==> src/rtl/inst_fetch_queue_if.sv <==
// inst_fetch_queue_if
//   Bundles the fetch front-end signals: the redirect input from execute, the
//   request/response channels to instruction memory, and the instruction
//   handshake to decode/execute.
//   master : the fetch queue itself (drives requests and the instruction head)
//   slave  : the environment (memory, execute redirect, decode consumer)
//
//   redirect / redirect_pc          taken branch/jump and its target
//   imem_req_valid/addr/ready       in-order fetch request handshake
//   imem_rsp_valid/data             in-order returned words
//   inst_valid/inst/inst_pc/...     queue head presented to decode
//   inst_ready                      consumer takes the head this cycle
interface inst_fetch_queue_if;
    logic        redirect;
    logic [31:0] redirect_pc;
    logic        imem_req_valid;
    logic [31:0] imem_req_addr;
    logic        imem_req_ready;
    logic        imem_rsp_valid;
    logic [31:0] imem_rsp_data;
    logic        inst_valid;
    logic [31:0] inst;
    logic [31:0] inst_pc;
    logic [31:0] inst_pc_plus4;
    logic        inst_ready;

    modport master (
        input  redirect, redirect_pc, imem_req_ready, imem_rsp_valid,
               imem_rsp_data, inst_ready,
        output imem_req_valid, imem_req_addr, inst_valid, inst, inst_pc,
               inst_pc_plus4
    );

    modport slave (
        output redirect, redirect_pc, imem_req_ready, imem_rsp_valid,
               imem_rsp_data, inst_ready,
        input  imem_req_valid, imem_req_addr, inst_valid, inst, inst_pc,
               inst_pc_plus4
    );
endinterface

==> src/rtl/inst_fetch_queue.sv <==
// inst_fetch_queue
//   Instruction fetch front-end: owns the fetch PC, issues in-order requests
//   to instruction memory under a credit limit of DEPTH (FIFO entries plus
//   requests in flight), buffers returned words with their PCs, and flushes
//   on a redirect. Words still in flight at a redirect are counted in a drop
//   counter and discarded when they return.
//
//   Parameters: DEPTH (power of two, >= 2), RESET_PC.
//   Ports: clk, reset (async, active-high), bus (inst_fetch_queue_if.master).
//
//   Optional macro IFQ_BYPASS_EN: when the FIFO is empty and nothing is being
//   dropped or redirected, a returning word is presented combinationally on
//   the instruction head (zero latency); it is enqueued only if not consumed.
module inst_fetch_queue #(
    parameter int unsigned DEPTH    = 4,
    parameter logic [31:0] RESET_PC = 32'h0000_0000
) (
    input  logic              clk,
    input  logic              reset,
    inst_fetch_queue_if.master bus
);
    localparam int unsigned CW = $clog2(DEPTH + 1);
    localparam int unsigned PW = $clog2(DEPTH);
    localparam logic [CW:0] DEPTH_W = DEPTH[CW:0];

    logic [31:0]   r_fetch_pc;
    logic [CW-1:0] r_cnt;
    logic [CW-1:0] r_out;
    logic [CW-1:0] r_drop;
    logic [PW-1:0] r_rd_ptr;
    logic [PW-1:0] r_wr_ptr;
    logic [31:0]   r_pc_mem   [DEPTH];
    logic [31:0]   r_word_mem [DEPTH];

    logic [CW:0]   w_credit_used;
    logic          w_req_valid;
    logic          w_accept;
    logic [31:0]   w_rsp_pc;
    logic          w_fifo_empty;
    logic          w_rsp_keep;
    logic          w_byp;
    logic          w_pop;
    logic          w_push;
    logic [CW-1:0] w_out_next;
    logic          w_unused;

    assign w_unused = ^bus.redirect_pc[1:0];

    assign w_credit_used = {1'b0, r_cnt} + {1'b0, r_out};
    assign w_req_valid   = !reset && (w_credit_used < DEPTH_W);
    assign w_accept      = w_req_valid && bus.imem_req_ready;

    // Responses return in order, so the oldest outstanding request was issued
    // r_out words behind the current fetch PC. Once drop reaches zero every
    // outstanding request post-dates the last redirect, so this PC is exact.
    assign w_rsp_pc      = r_fetch_pc - {{(30 - CW){1'b0}}, r_out, 2'b00};

    assign w_fifo_empty  = (r_cnt == '0);
    assign w_rsp_keep    = bus.imem_rsp_valid && (r_drop == '0) && !bus.redirect;

`ifdef IFQ_BYPASS_EN
    assign w_byp = w_fifo_empty && w_rsp_keep && !reset;
`else
    assign w_byp = 1'b0;
`endif

    assign w_pop      = !w_fifo_empty && bus.inst_ready;
    assign w_push     = w_rsp_keep && !(w_byp && bus.inst_ready);
    assign w_out_next = r_out + CW'(w_accept) - CW'(bus.imem_rsp_valid);

    assign bus.imem_req_valid = w_req_valid;
    assign bus.imem_req_addr  = r_fetch_pc;

    // Empty head is forced to zero so stale RAM contents never show.
    always_comb begin
        bus.inst_valid = !w_fifo_empty || w_byp;
        bus.inst       = '0;
        bus.inst_pc    = '0;
        if (w_byp) begin
            bus.inst    = bus.imem_rsp_data;
            bus.inst_pc = w_rsp_pc;
        end else if (!w_fifo_empty) begin
            bus.inst    = r_word_mem[r_rd_ptr];
            bus.inst_pc = r_pc_mem[r_rd_ptr];
        end
        bus.inst_pc_plus4 = bus.inst_pc + 32'd4;
    end

    always_ff @(posedge clk or posedge reset) begin
        if (reset) begin
            r_fetch_pc <= RESET_PC;
            r_cnt      <= '0;
            r_out      <= '0;
            r_drop     <= '0;
            r_rd_ptr   <= '0;
            r_wr_ptr   <= '0;
        end else begin
            r_out <= w_out_next;
            if (bus.redirect) begin
                // Everything still in flight after this cycle, including a
                // request accepted right now, belongs to the old path.
                r_fetch_pc <= {bus.redirect_pc[31:2], 2'b00};
                r_cnt      <= '0;
                r_rd_ptr   <= '0;
                r_wr_ptr   <= '0;
                r_drop     <= w_out_next;
            end else begin
                if (w_accept) begin
                    r_fetch_pc <= r_fetch_pc + 32'd4;
                end
                if (w_push) begin
                    r_wr_ptr <= r_wr_ptr + PW'(1);
                end
                if (w_pop) begin
                    r_rd_ptr <= r_rd_ptr + PW'(1);
                end
                r_cnt <= r_cnt + CW'(w_push) - CW'(w_pop);
                if (bus.imem_rsp_valid && (r_drop != '0)) begin
                    r_drop <= r_drop - CW'(1);
                end
            end
        end
    end

    always_ff @(posedge clk) begin
        if (w_push) begin
            r_pc_mem[r_wr_ptr]   <= w_rsp_pc;
            r_word_mem[r_wr_ptr] <= bus.imem_rsp_data;
        end
    end

    a_no_overflow: assert property (@(posedge clk) disable iff (reset)
        !(w_push && (r_cnt == DEPTH_W[CW-1:0])));

endmodule

==> src/flat_wrapper.sv <==
// flat-port wrapper written by rule: the top's interface ports become plain ports
module inst_fetch_queue_flat 
#(
    parameter int unsigned DEPTH    = 4,
    parameter logic [31:0] RESET_PC = 32'h0000_0000
)
  (clk, reset, bus_redirect, bus_redirect_pc, bus_imem_req_ready, bus_imem_rsp_valid, bus_imem_rsp_data, bus_inst_ready, bus_imem_req_valid, bus_imem_req_addr, bus_inst_valid, bus_inst, bus_inst_pc, bus_inst_pc_plus4);
  inst_fetch_queue_if bus_i ();
  input  logic clk;
  input  logic reset;
  input wire logic [$bits(bus_i.redirect)-1:0] bus_redirect;
  input wire logic [$bits(bus_i.redirect_pc)-1:0] bus_redirect_pc;
  input wire logic [$bits(bus_i.imem_req_ready)-1:0] bus_imem_req_ready;
  input wire logic [$bits(bus_i.imem_rsp_valid)-1:0] bus_imem_rsp_valid;
  input wire logic [$bits(bus_i.imem_rsp_data)-1:0] bus_imem_rsp_data;
  input wire logic [$bits(bus_i.inst_ready)-1:0] bus_inst_ready;
  output wire logic [$bits(bus_i.imem_req_valid)-1:0] bus_imem_req_valid;
  output wire logic [$bits(bus_i.imem_req_addr)-1:0] bus_imem_req_addr;
  output wire logic [$bits(bus_i.inst_valid)-1:0] bus_inst_valid;
  output wire logic [$bits(bus_i.inst)-1:0] bus_inst;
  output wire logic [$bits(bus_i.inst_pc)-1:0] bus_inst_pc;
  output wire logic [$bits(bus_i.inst_pc_plus4)-1:0] bus_inst_pc_plus4;
  assign bus_i.redirect = bus_redirect;
  assign bus_i.redirect_pc = bus_redirect_pc;
  assign bus_i.imem_req_ready = bus_imem_req_ready;
  assign bus_i.imem_rsp_valid = bus_imem_rsp_valid;
  assign bus_i.imem_rsp_data = bus_imem_rsp_data;
  assign bus_i.inst_ready = bus_inst_ready;
  assign bus_imem_req_valid = bus_i.imem_req_valid;
  assign bus_imem_req_addr = bus_i.imem_req_addr;
  assign bus_inst_valid = bus_i.inst_valid;
  assign bus_inst = bus_i.inst;
  assign bus_inst_pc = bus_i.inst_pc;
  assign bus_inst_pc_plus4 = bus_i.inst_pc_plus4;
  inst_fetch_queue #(.DEPTH(DEPTH), .RESET_PC(RESET_PC)) u_core (.clk(clk), .reset(reset), .bus(bus_i));
endmodule
==> config.mk <==
export PLATFORM = sky130hd
export DESIGN_NAME = inst_fetch_queue_flat
export DESIGN_NICKNAME = d
export VERILOG_FILES = /design/src/rtl/inst_fetch_queue_if.sv /design/src/rtl/inst_fetch_queue.sv /design/src/flat_wrapper.sv
export SDC_FILE = /design/constraint.sdc
export NUM_CORES = 1
export LEC_CHECK = 0
export CORE_MARGIN = 2
export CORE_UTILIZATION = 48
export CTS_CLUSTER_DIAMETER = 80
export DETAILED_ROUTE_END_ITERATION = 6
export PLACE_DENSITY = 0.72
export SYNTH_ARGS = -nofsm -noshare
export SYNTH_HDL_FRONTEND = slang
export SYNTH_SLANG_ARGS = --single-unit
export TNS_END_PERCENT = 5
==> constraint.sdc <==
create_clock -name clk -period 8.75 [get_ports clk]
set_input_delay 2.1875 -clock clk [delete_from_list [all_inputs] [get_ports clk]]
set_output_delay 2.1875 -clock clk [all_outputs]
set_load 0.01 [all_outputs]
# [Word-level counts from Yosys, hierarchy flattened]
# Memories as Yosys holds them, arrays and structs flattened.
# Index checks and enable logic that the tools add are counted.
[op_classes] n_addsub=11 n_lt_le_gt_ge=1 mux=13 n_reduce_logical=16
[ops] operator="two-way mux 32 bit" count=4
[ops] operator="adder 32 x 3 -> 32 bit, second input constant" count=2
[ops] operator="subtractor 32 x 5 -> 32 bit" count=1
[ops] operator="two-way mux 3 bit" count=3
[ops] operator="two-way mux 2 bit" count=4
[ops] operator="nonzero test 2 bit" count=4
[ops] operator="adder 3 x 1 -> 3 bit" count=2
[ops] operator="logical AND 1 bit" count=6
[ops] operator="zero test 3 bit" count=2
[ops] operator="subtractor 3 x 1 -> 3 bit" count=2
[ops] operator="adder 2 x 1 -> 2 bit, second input constant" count=2
[ops] operator="adder 3 x 3 -> 4 bit" count=1
[ops] operator="< comparator 4 x 3 -> 1 bit, second input constant" count=1
[ops] operator="zero test 1 bit" count=3
[ops] operator="nonzero test 3 bit" count=1
[ops] operator="subtractor 3 x 1 -> 3 bit, second input constant" count=1
[ops] operator="two-way mux 1 bit" count=2
[word_totals] reg_bits=45 mem_bits_rw=256 input_bits=70 out_inout_bits=130 word_cells=49 mem_count=2
[mem_list] name="u_core.r_pc_mem" words=4 word_bits=32 read_ports=1 rd_ports_with_merged_regs=0 write_ports=1 line_no="inst_fetch_queue.sv:32" source="logic [31:0] r_pc_mem [DEPTH];"
[mem_list] name="u_core.r_word_mem" words=4 word_bits=32 read_ports=1 rd_ports_with_merged_regs=0 write_ports=1 line_no="inst_fetch_queue.sv:33" source="logic [31:0] r_word_mem [DEPTH];"

# [Logic depth before layout (Yosys ltp)]
# Gate-level depths: netlist of run 1.
[depth] depth_word=7 mapped_depth=13 depth_no_buf=11

# [Least setup slack after synthesis of run 1]
# OpenSTA, ideal clock, no wires.
[synth_timing] path_kind="reg-to-output" start="register u_core.r_cnt[1]" end="output port bus_inst_pc_plus4[26]" arrival_time_ns=2.987 setup_slack_ns=3.576 stages_incl_launch_ff=14 n_path_buf=3 cell_sequence="dfrtp_1 -> nor3_2 -> clkinv_1 -> clkbuf_1 -> clkbuf_1 -> and2_1 -> ha_1 -> nand2_1 -> o22ai_1 -> and3_1 -> clkbuf_1 -> nand4_2 -> nor4_1 -> xor2_1"
[synth_via] elab_chain_cells=3
[synth_lines] element="start: declaration" line_no="inst_fetch_queue.sv:27" source="logic [CW-1:0] r_cnt;"
[synth_lines] element="start signal: assignment" line_no="inst_fetch_queue.sv:117" source="r_cnt <= r_cnt + CW'(w_push) - CW'(w_pop);"
[synth_lines] element="zero test 3 bit" line_no="inst_fetch_queue.sv:58" source="assign w_fifo_empty = (r_cnt == '0);"
[synth_lines] element="two-way mux 32 bit" line_no="inst_fetch_queue.sv:82" source="end else if (!w_fifo_empty) begin"
[synth_lines] element="via bus_inst_pc[3]" line_no="flat_wrapper.sv:21" source="output wire logic [$bits(bus_i.inst_pc)-1:0] bus_inst_pc;"
[synth_lines] element="adder 32 x 3 -> 32 bit" line_no="inst_fetch_queue.sv:86" source="bus.inst_pc_plus4 = bus.inst_pc + 32'd4;"
[synth_lines] element="end: declaration" line_no="flat_wrapper.sv:22" source="output wire logic [$bits(bus_i.inst_pc_plus4)-1:0] bus_inst_pc_plus4;"
# The timed path passes the listed nets, and every way through them passes these cells.

# [Worst setup path in the final report of run 1]
[layout_timing] start="register u_core.r_rd_ptr[0]" end="output port bus_inst_pc_plus4[31]"
[layout_via] elab_chain_cells=3
[layout_lines] element="start: declaration" line_no="inst_fetch_queue.sv:30" source="logic [PW-1:0] r_rd_ptr;"
[layout_lines] element="start signal: assignment" line_no="inst_fetch_queue.sv:115" source="r_rd_ptr <= r_rd_ptr + PW'(1);"
[layout_lines] element="memory read (4 x 32 bit)"
[layout_lines] element="two-way mux 32 bit" line_no="inst_fetch_queue.sv:82"
[layout_lines] element="adder 32 x 3 -> 32 bit" line_no="inst_fetch_queue.sv:86"
# No other way between the ends.

==> impl_metrics.tcl, run 1 <==
set metrics [dict create \
    outcome "finished, final reports clean" \
    ys_seq_elements 291 \
    startpoint_type "flip-flop" \
    ys_seq_area_frac 0.632 \
    clock_latency_ns 0.54 \
    seqPwrFrac 0.384 \
    crit_chain "buf_4, nand4b_1, and4_1, nor4b_4, nand3_2, nor4_1, xor2_1, clkdlybuf4s50_1" \
    ctsResizeCount 0 \
    grt_pass1_wl_mm 44.4 \
    yosysTopAreaCell "edfxtp_1" \
    grt_pass1_vias 8260 \
    grt-ovfl-total 0 \
    synth_edf_count 248 \
    hold_ws_ns 0.575 \
    fp-row-count 61 \
    final.period_utilization 0.765 \
    synthDistinctLibCells 59 \
    core-area_um2 27700 \
    rrSetupSlack_ns 5.77 \
    hp-class "flip-flop to flip-flop" \
    synth_area_leaders "edfxtp_1 (55%), mux4_2 (9.4%), dfrtp_1 (8.0%), xor2_1 (3.3%), and2_1 (2.9%)" \
    fin_nets 1198 \
    finalCriticalPeriod_ns 6.69 \
    cp_top_family "simple AND/OR/NAND/NOR gates" \
    drt_iter0_markers 686 \
    ant_nets 0 \
    diodes 0 \
    path_max_fanout 57 \
    syn_inst 923 \
    routedWlPerCell_um 18.8 \
    async_reset_ff_frac 0.148 \
    grt_max_degree 70 \
    yosysMostFrequentCell "edfxtp_1" \
    post_cts_buffers 0 \
    maxSlewHeadroom 0.326 \
    synthMuxAreaShare 0.116 \
    drive_gt1_frac 0.123 \
    power_frac_clock 0.286 \
    finalWirelength_mm 28.3 \
    cts.sinks 291 \
    drtPass1Iterations 5 \
    gp_congestion 0.833 \
    drc 0 \
    drv_slew 0 \
    power.density_nw_per_um2 272 \
    finalSetupViolations 0 \
    slowest_delay_ns 1.03 \
    antenna_found_initial 0 \
    rsz0062_at_grt "no" \
    ios 200 \
    syn_to_final_growth_pct 24.0 \
    path_clk_slew_ns 0.06 \
    worst_slew_pin_slew_ns 1.01 \
    h-tree-depth 1 \
    tns_ns 0 \
    drv_cap 0 \
    synthTopCellsByCount "edfxtp_1 (248), nand2_1 (93), and2_1 (63)" \
    fp.dieW_um 172 \
    post_synth_and_or_nand_nor_area_fraction 0.120 \
    slowest_stage "dfrtp_4" \
    skew_ns 0.0133 \
    cts_inserted_buffers 30 \
    synth_top_family_by_area "simple AND/OR/NAND/NOR gates" \
    die-area_um2 29500 \
    grtUsageTotal 0.195 \
    syn_area_per_cell_um2 14.6 \
    crit_path_end_kind "output port" \
    clock_path_buffers 3 \
    cts_tree "yes" \
    ir_drop_mv 0.124 \
    crit_arrival_ns 4.51 \
    p_int_mw 3.22 \
    ys_warn_count 0 \
    p_sw_frac 0.293 \
    synth_compound_area_frac 0.0237 \
    required_ns 6.56 \
    comb_power_share 0.330 \
    path_class "flip-flop to output port" \
    cts-root-buf "clkbuf_16" \
    worst-path-buf-inv 2 \
    io_buffers 191 \
    switching_power_mw 1.34 \
    synthAdderAreaFrac 0.0202 \
    cts_hold_buf 0 \
    max_freq_mhz 149 \
    nFillCells 2166 \
    synth-xor-area-share 0.0584 \
    synthDominantCellAreaShare 0.552 \
    start_util 0.487 \
    vias_per_cell 5.39 \
    p_leak_nw 5.75 \
    synthFlopType "edfxtp_1" \
    dp_hpwl_mm 18.5 \
    hold_viol 0 \
    die_h_um 172 \
    via_count 8135 \
    synth_area_um2 13500 \
]
[power groups by stage]
stage	Sequential, mW	Clock [mW]	Combinational [mW]
floorplan	1.69	0	0.932
global placement	1.78	0	1.49
detailed placement	1.78	0	1.52
CTS	1.75	1.33	1.52
global route	1.77	1.38	1.63
finish	1.75	1.30	1.50
[cell usage in the layout (no fill, tap or decap), types with 11 or more instances in the layout]
| cell | instances |
|---|---|
| and2_1 | 59 |
| clkbuf_16 | 31 |
| clkdlybuf4s50_1 | 190 |
| dfrtp_1 | 41 |
| edfxtp_1 | 248 |
| ha_1 | 17 |
| inv_1 | 29 |
| mux4_2 | 56 |
| nand2_1 | 93 |
| nand3_1 | 26 |
| nand4_1 | 11 |
| nor2_1 | 36 |
| nor3_1 | 16 |
| nor4_1 | 16 |
| o21ai_0 | 39 |
| xnor2_1 | 39 |
| xor2_1 | 51 |
[per-layer routing]
metal,track usage,share of wire
met1,0.272,0.44
met2,0.327,0.48
met3,0.0292,0.057
met4,0.0383,0.013
met5,0,0
[worst min-delay path, delay by kind of cell (launching register included)]
family	cells	cell delay (ns)
DFF	1	0.34
muxes	1	0.12
AOI/OAI and AO/OA	1	0.06
[layout make-up]
cell class | instances | area (um^2) | area share
clock buffers | 37 | 838 | 0.0501
clock inverters | 19 | 199 | 0.0119
inverters | 31 | 116 | 0.00696
multi-input cells | 553 | 4590 | 0.274
flip-flops and latches | 291 | 8530 | 0.510
well taps | 378 | 473 | 0.0283
repair buffers | 201 | 1980 | 0.118
[flip-flops by register name, indices dropped and copies added, names as in the netlist]
| register | cells |
|---|---|
| u_core.r_pc_mem | 120 |
| u_core.r_cnt | 3 |
| u_core.r_wr_ptr | 2 |
| u_core.bus.imem_req_addr | 30 |
| u_core.r_out | 3 |
| u_core.r_rd_ptr | 2 |
| u_core.r_drop | 3 |
| u_core.r_word_mem | 128 |
[final timing paths]
| kind | start | endpoint | depth (start not counted) |
|---|---|---|---|
| setup / recovery | u_core.r_rd_ptr[0]$_DFFE_PP0P_ | bus_inst_pc_plus4[31] | 8 |
| hold / removal | u_core.r_drop[1]$_DFFE_PP0P_ | u_core.r_drop[1]$_DFFE_PP0P_ | 2 |
| setup reg to reg | u_core.r_cnt[1]$_DFF_PP0_ | u_core.r_cnt[2]$_DFF_PP0_ | 13 |
| hold reg to reg | u_core.r_drop[1]$_DFFE_PP0P_ | u_core.r_drop[1]$_DFFE_PP0P_ | 2 |
| max in group asynchronous | reset | u_core.r_rd_ptr[1]$_DFFE_PP0P_ | 3 |
| min in group asynchronous | reset | u_core.bus.imem_req_addr[7]$_DFFE_PP0P_ | 2 |
[stage by stage]
step                std cells   util  cell area (um^2)  setup WS (ns)  power, mW
detailed placement       1454  0.566             15700           2.44       3.30
global placement         1454  0.566             15700           2.49       3.27
global route             1510  0.604             16700           1.57       4.78
finish                   1510  0.604             16700           2.06       4.55
floorplan                 928      -             13500           3.58       2.62
CTS                      1510  0.604             16700           1.87       4.61
[kinds of logic after synthesis]
kind of cell	after synthesis
XOR/XNOR	90
other	1
adder cells (fa/ha/maj)	20
AO/OA/AOI/OAI	56
multiplexers	76
flip-flops	291
AND/OR/NAND/NOR	305
buffers and inverters	84
(Power assumes the default switching activity.)
==> inputs of run 2 (changes only) <==
--- a/config.mk
+++ b/config.mk
@@ -9,7 +9,7 @@
 export CORE_UTILIZATION = 48
 export CTS_CLUSTER_DIAMETER = 80
 export DETAILED_ROUTE_END_ITERATION = 6
-export PLACE_DENSITY = 0.72
+export PLACE_DENSITY = 0.75
 export SYNTH_ARGS = -nofsm -noshare
 export SYNTH_HDL_FRONTEND = slang
 export SYNTH_SLANG_ARGS = --single-unit
==> constraint.sdc (replaced) <==
create_clock -name clk -period 5.5 [get_ports clk]
set_input_delay 1.375 -clock clk [delete_from_list [all_inputs] [get_ports clk]]
set_output_delay 1.375 -clock clk [all_outputs]
set_load 0.01 [all_outputs]
==> run 2 against run 1 <==
Effect of this change:
- total power rose by 60%
- count of clock-buffer cells in the layout decreased by 5
- global-route usage hardly changed
- worst setup slack lost 1.8 ns
- non-clock buffer count grew 8
- routed wire length about the same
- critical path depth shrank 1
==> impl_metrics.tcl, run 2 (same netlist as run 1, synthesis figures left out) <==
set metrics [dict create \
    ir_drop_mv 0.283 \
    skew_ns 0.0202 \
    fin_nets 1206 \
    drv_cap 0 \
    ios 200 \
    crit_path_end_kind "output port" \
    drive_gt1_frac 0.129 \
    finalWirelength_mm 28.3 \
    outcome "finished, final reports clean" \
    vias_per_cell 5.39 \
    crit_arrival_ns 3.86 \
    largest_reg_flops 128 \
    h-tree-depth 1 \
    required_ns 4.12 \
    hold_depth 1 \
    cts_tree "yes" \
    grt_pass1_wl_mm 44.1 \
    clock_path_buffers 3 \
    drt_iter0_markers 550 \
    maxSlewHeadroom 0.418 \
    rsz0062_at_grt "no" \
    cts.sinks 291 \
    start_util 0.487 \
    largest_register "u_core.r_word_mem" \
    diodes 0 \
    path_max_fanout 26 \
    clock_latency_ns 0.55 \
    gp_congestion 0.824 \
    drv_slew 0 \
    via_count 8170 \
    max_freq_mhz 191 \
    grtUsageTotal 0.195 \
    layout_commonest_cell "edfxtp_1" \
    finalCriticalPeriod_ns 5.23 \
    drc 0 \
    p_leak_nw 5.80 \
    path_class "flip-flop to output port" \
    crit_chain "buf_6, mux4_2, nor2_1, nand3_2, nor4_1, xor2_1, clkdlybuf4s50_1" \
    hp-class "flip-flop to flip-flop" \
    fp-row-count 61 \
    die_h_um 172 \
    cts-root-buf "clkbuf_16" \
    grt_pass1_vias 8371 \
    finalSetupViolations 0 \
    final_cell_mix "edfxtp_1 (248), clkdlybuf4s50_1 (190), nand2_1 (93)" \
    final.period_utilization 0.951 \
    drtPass1Iterations 5 \
    nFillCells 2080 \
    grt_max_degree 86 \
    die-area_um2 29500 \
    final_cells 1517 \
    cts_inserted_buffers 30 \
    core-area_um2 27700 \
    worst_slew_pin_slew_ns 0.874 \
    r2r_cells 10 \
    startpoint_type "flip-flop" \
    path_clk_slew_ns 0.07 \
    grt-ovfl-total 0 \
    slowest_delay_ns 0.62 \
    io_buffers 191 \
    ant_nets 0 \
    finalPower_mw 7.27 \
    fp.dieW_um 172 \
    dp_hpwl_mm 19.3 \
    routedWlPerCell_um 18.7 \
    post-place-cells 1462 \
    tns_ns 0 \
    syn_to_final_growth_pct 25.0 \
    power.density_nw_per_um2 431 \
    hold_viol 0 \
    slowest_stage "dfrtp_4" \
    antenna_found_initial 0 \
]
-- run 2: worst paths after layout --
| check | endpoint | slack [ns] | startpoint |
|---|---|---|---|
| max in group asynchronous | u_core.r_rd_ptr[0]$_DFFE_PP0P_ | 3.59 | reset |
| setup / recovery | bus_inst_pc_plus4[31] | 0.27 | u_core.r_rd_ptr[0]$_DFFE_PP0P_ |
| min in group asynchronous | u_core.bus.imem_req_addr[5]$_DFFE_PP0P_ | 1.10 | reset |
| setup reg to reg | u_core.r_pc_mem[0][16]$_DFFE_PP_ | 2.46 | u_core.bus.imem_req_addr[2]$_DFFE_PP0P_ |
| hold / removal | u_core.r_out[2]$_DFF_PP0_ | 0.58 | u_core.r_out[1]$_DFF_PP0_ |
| hold reg to reg | u_core.r_out[2]$_DFF_PP0_ | 0.58 | u_core.r_out[1]$_DFF_PP0_ |
-- run 2: critical path, delay by kind of cell (launching register included) --
kind | cells | cell delay, ns
XOR/XNOR | 1 | 0.18
buffers and inverters | 2 | 0.89
flip-flops | 1 | 0.62
multiplexers | 1 | 0.58
AND/OR/NAND/NOR | 3 | 1.02
-- run 2: timing repair --
action / 4_1_cts / 5_1_grt
resized for setup: 0 / 7
endpoints found under the setup margin: 0 / 5
hold buffers: 0 / 0
setup buffers: 0 / 0
-- run 2: routing by layer --
layer,GRT usage,vias to the layer above,wire length (um)
met4,0.0722,0,1030
li1,-,3810,-
met2,0.333,260,13900
met3,0.0364,59,1610
met1,0.249,4041,11800
met5,0,-,0
-- run 2: final cells by class --
class	instances	area, um^2	share of cell area
sequential	291	8530	0.506
multi-input combinational	553	4620	0.274
timing repair buffer	209	2090	0.124
clock buffer	32	779	0.0462
tap	378	473	0.0281
clock inverter	23	253	0.0150
inverter	31	116	0.00690
-- run 2: report_power, final --
part	total [mW]	internal, mW	switching, mW	leakage, nW
sequential	2.70	2.58	0.126	2.76
clock	2.08	1.26	0.821	0.494
combinational	2.49	1.30	1.19	2.54
-- run 2: through the flow --
step / setup slack (ns) / utilization / hold WS (ns) / cell area [um^2]
after floorplan: 1.14 / - / 0.528 / 13500
after global placement: 0.699 / 0.570 / 0.549 / 15800
after detailed placement: 0.696 / 0.570 / 0.560 / 15800
after CTS: 0.102 / 0.607 / 0.587 / 16800
after global routing: 0.0226 / 0.609 / 0.631 / 16900
final: 0.268 / 0.609 / 0.585 / 16900
